[config.mk]
export PLATFORM = sky130hd
export DESIGN_NAME = seq_mul_shift_add
export DESIGN_NICKNAME = d
export VERILOG_FILES = /design/src/rtl/seq_mul_shift_add_pkg.sv /design/src/rtl/seq_mul_shift_add_add.sv /design/src/rtl/seq_mul_shift_add.sv
export SDC_FILE = /design/constraint.sdc
export NUM_CORES = 1
export LEC_CHECK = 0
export ABC_AREA = 1
export CAP_MARGIN = 20
export CORE_UTILIZATION = 35
export CTS_BUF_LIST = sky130_fd_sc_hd__clkbuf_2 sky130_fd_sc_hd__clkbuf_4 sky130_fd_sc_hd__clkbuf_8
export DETAILED_ROUTE_END_ITERATION = 10
export SYNTH_ARGS = -nofsm -noshare
export SYNTH_HDL_FRONTEND = slang
export SYNTH_HIERARCHICAL = 1
export SYNTH_SLANG_ARGS = --single-unit
[constraint.sdc]
create_clock -name clk -period 2 [get_ports clk]
set_input_delay 0.4 -clock clk [delete_from_list [all_inputs] [get_ports clk]]
set_output_delay 0.4 -clock clk [all_outputs]
set_load 0.005 [all_outputs]
[src/rtl/seq_mul_shift_add_pkg.sv]
// Shared types and constants for the shift-and-add sequential multiplier.
// Holds the default width, the controller state encoding and the counter sizing helper.
package seq_mul_shift_add_pkg;

  localparam int MUL_N = 8;

  typedef enum logic {
    IDLE = 1'b0,
    RUN  = 1'b1
  } state_e;

  // Width of a counter spanning 0..n-1; never narrower than one bit.
  function automatic int cnt_width(input int n);
    return (n > 1) ? $clog2(n) : 1;
  endfunction

endpackage

[src/rtl/seq_mul_shift_add_add.sv]
// Purely combinational 2N-bit adder; the carry out of the top bit is dropped.
module add_2n #(
  parameter int W = 16
) (
  input  logic [W-1:0] a,
  input  logic [W-1:0] b,
  output logic [W-1:0] sum
);

  assign sum = a + b;

endmodule

[src/rtl/seq_mul_shift_add.sv]
// Sequential unsigned NxN -> 2N multiplier, retiring one multiplier bit per clock.
// A single shared adder accumulates the shifted multiplicand while the FSM walks the bits.
module seq_mul_shift_add
  import seq_mul_shift_add_pkg::*;
#(
  parameter int N = MUL_N
) (
  input  logic           clk,
  input  logic           rst,
  input  logic           start,
  input  logic [N-1:0]   a_i,
  input  logic [N-1:0]   b_i,
  output logic           busy,
  output logic [2*N-1:0] result
);

  localparam int CW = cnt_width(N);
  localparam logic [CW-1:0] LAST_CNT = CW'(N - 1);

  state_e          state_q;
  logic [2*N-1:0]  mcand_q;
  logic [N-1:0]    mplier_q;
  logic [2*N-1:0]  acc_q;
  logic [CW-1:0]   cnt_q;
  logic [2*N-1:0]  sum;
  logic [2*N-1:0]  acc_d;

  add_2n #(.W(2 * N)) u_add (
    .a   (acc_q),
    .b   (mcand_q),
    .sum (sum)
  );

  // The adder output is only taken when the current multiplier bit is set.
  always_comb begin
    acc_d = acc_q;
    if (mplier_q[0]) begin
      acc_d = sum;
    end
  end

  always_ff @(posedge clk or negedge rst) begin
    if (!rst) begin
      state_q  <= IDLE;
      mcand_q  <= '0;
      mplier_q <= '0;
      acc_q    <= '0;
      cnt_q    <= '0;
      busy     <= 1'b0;
      result   <= '0;
    end else begin
      case (state_q)
        IDLE: begin
          if (start) begin
            mcand_q  <= {{N{1'b0}}, a_i};
            mplier_q <= b_i;
            acc_q    <= '0;
            cnt_q    <= '0;
            busy     <= 1'b1;
            state_q  <= RUN;
          end
        end
        RUN: begin
          acc_q    <= acc_d;
          mcand_q  <= {mcand_q[2*N-2:0], 1'b0};
          mplier_q <= mplier_q >> 1;
          cnt_q    <= cnt_q + 1'b1;
          // Last multiplier bit: publish the finished product in the same edge.
          if (cnt_q == LAST_CNT) begin
            result  <= acc_d;
            busy    <= 1'b0;
            state_q <= IDLE;
          end
        end
        default: begin
          state_q <= IDLE;
          busy    <= 1'b0;
        end
      endcase
    end
  end

endmodule

==> results.ini <==
[timing]
holdWs_ns = 0.04590
worst_pin_slew_ns = 0.4776
finalCritPeriodShare_pct = 93.56
hold_viol_final = 0
finalCriticalPeriod_ns = 1.871
max_freq_mhz = 534.4
finalSetupViolations = 0
clock_skew_ns = 0.01009
report.final.slew_viol_count = 0
timing.slew.headroom_pct = 68.16

[clocking]
cts_root_buf = clkbuf_8
worstSkewPairLatency_ns = 0.35
cts_buffers = 9
ctsHoldBuffers = 0
cts.sinks = 61
cts_buffer_depth = 2
cts_tree = done
htreeDepth = 3
cts.clk_slew.worst_paths_ns = 0.07

[setup_path]
crit_top_cell = nand2_1
worstPathCellList = ha_2 > fa_2 > nand2_2 > nand2_2 > nand3b_1 > nand2_2 > nand2_2 > nand2_1 > nand2_1 > nand2_1 > nand2_1 > nand2_1 > nand2_1 > nand2_1
crit_required_ns = 2.24
r2r_slack_ns = 0.13
r2r_cells = 14
cp_num_buf_inv = 0
regToRegStartpoint = mcand_q[0]$_DFFE_PN0P_
reg2reg_to = acc_q[10]$_DFFE_PN0P_
crit_path_start_kind = flop
critical_path_class = reg2reg
cp_slowest_cell = dfrtp_1
critPathArrivalTime_ns = 2.11
max_stage_delay_ns = 0.41
timing.critical_path.max_delay_family = simple AND/OR/NAND/NOR gates
cp_max_fo = 3
endpoint_kind = flop

[power_and_ir_drop]
p_total_w = 0.005840
ir_worst_vdd_v = 0.0009079
power_density_nw_per_um2 = 1348
leakage_nw = 2.430

[yosys]
synth_common_cells = nand2_1 (283), dfrtp_1 (61), nand3_1 (40)
synth_most_common_cell = nand2_1
synth_flop_cell = dfrtp_1
syn-instance-count = 505
syn_nets = 543
synth_top_area_share_pct = 42.20
ys_seq_area_share_pct = 42.20
synth_enable_flop_cells = 0
synthDistinctLibCells = 25
yosysWarnings = 6
yosysTopAreaCell = dfrtp_1
netlist_top_cells_area = dfrtp_1 (42%), nand2_1 (29%), ha_1 (6.2%)
ys_seq_elements = 61
ys_async_sr_fraction_pct = 100.0
synth_area_per_cell_um2 = 7.163
syn_area_um2 = 3617

[floorplanning]
io_pins = 36
coreArea_um2 = 9910
die_h_um = 103.7
start_util_pct = 36.50
die_area_um2 = 10750
dieWidth_um = 103.7
rows = 36

[placement]
place_hpwl_mm = 5.281
dpl-instance-area_um2 = 4054
gp_congestion = 0.8358
numPortBuffers = 35

[global_route]
use_met2_pct = 27.04
busiest_layer = met2
grt_pass1_wl_mm = 14.01
antenna_found_initial = 0
grt_util_met3_pct = 3.965
grt_overflow = 0
grt_pass1_vias = 3169
met1_usage_pct = 19.67
grt_max_degree = 62
grtUsageTotal_pct = 15.97

[route]
wirelength_mm = 7.680
via_per_inst = 4.532
avgRoutedWirePerCell_um = 11.29
drtAntennaViolNets = 0
drt_iter0_markers = 114
first_pass_iters = 4
drc = 0
dr_total_vias = 3082

[run_status]
status = complete, no violations

[finish]
area_growth_pct = 19.79
drive_gt1_share_pct = 9.689
nNetsFinal = 580
final_area_um2 = 4333
antenna-diode-count = 0

[min_path]
hold_path.class = in2async

[run]
cap_viol_max_count = 0

==> flip-flops by register name, indices dropped and copies added (netlist names) <==
name,cells
mplier_q,8
acc_q,16
mcand_q,16
state_q,1
busy,1
cnt_q,3
result,16
==> cell type report <==
cell class / instances / area (µm²)
Clock buffer: 10 / 137.6
Timing Repair Buffer: 43 / 417.9
Tap cell: 133 / 166.4
Fill cell: 1043 / 5577
Inverter: 39 / 148.9
Multi-Input combinational cell: 388 / 1849
Clock inverter: 6 / 86.33
Sequential cell: 61 / 1526
==> cells in the final DEF, fill, tap and decap left out, drive strengths merged <==
master	Yosys	routed
nand2	292	292
dfrtp	61	61
nand3	40	40
inv	39	39
clkdlybuf4s50	0	34
ha	18	18
nor2	12	12
clkbuf	0	10
buf	17	9
a21oi	7	7
xor2	6	6
nor3	3	3
clkinv	0	3
bufinv	0	2
or2	2	2
xnor2	2	2
nand3b	2	2
o21ai	1	1
clkinvlp	0	1
and2	1	1
nand4	1	1
fa	1	1
==> what timing repair did <==
| item | CTS | global route |
|---|---|---|
| resized for setup | 0 | 8 |
| setup endpoints to repair | 0 | 11 |
| buffers inserted | 0 | 3 |
==> worst max path at each step <==
stage | start | to | cells past startpoint
after floorplan | acc_q[0]$_DFFE_PN0P_ | acc_q[8]$_DFFE_PN0P_ | 12
after global routing | mcand_q[0]$_DFFE_PN0P_ | result[12]$_DFFE_PN0P_ | 13
after detailed placement | acc_q[0]$_DFFE_PN0P_ | acc_q[12]$_DFFE_PN0P_ | 13
after CTS | acc_q[0]$_DFFE_PN0P_ | acc_q[10]$_DFFE_PN0P_ | 14
after global placement | acc_q[0]$_DFFE_PN0P_ | result[12]$_DFFE_PN0P_ | 13
final | mcand_q[0]$_DFFE_PN0P_ | acc_q[10]$_DFFE_PN0P_ | 14
==> per-stage QoR <==
step	utilization, %	instances	TNS [ns]	worst slack (ns)
3_5_place_dp	40.91	661	0	0.05366
6_report	43.72	680	0	0.1288
4_1_cts	43.17	677	0	0.008427
2_1_floorplan	-	505	0	0.2073
3_3_place_gp	40.91	661	0	0.08330
5_1_grt	43.72	680	-0.04085	-0.02118
==> worst reg2reg max path: stages, from the launching register on <==
cell and delay, ns:
dfrtp_1 0.41, ha_2 0.20, fa_2 0.36, nand2_2 0.08, nand2_2 0.06, nand3b_1 0.10
nand2_2 0.10, nand2_2 0.08, nand2_1 0.05, nand2_1 0.05, nand2_1 0.04, nand2_1 0.06
nand2_1 0.06, nand2_1 0.06, nand2_1 0.06
==> layer usage <==
metal,routed length [µm],part of all wire (%)
met5,0,0
met4,126,1.6
met3,255,3.3
met2,3628,47
met1,3669,48
==> kinds of logic after synthesis <==
| logic type | synth area share, % |
|---|---|
| flops | 42.20 |
| simple gates | 40.30 |
| fa+ha+maj | 6.780 |
| compound gates | 1.211 |
| xor+xnor | 1.937 |
| buf+inv | 7.575 |
==> power by group <==
part / internal [W] / switching, W
Clock: 0.000732 / 0.000503
Combinational: 0.00106 / 0.00146
Sequential: 0.00170 / 0.000376
Total: 0.00350 / 0.00234
No activity file was read; power rests on OpenSTA's default activity.
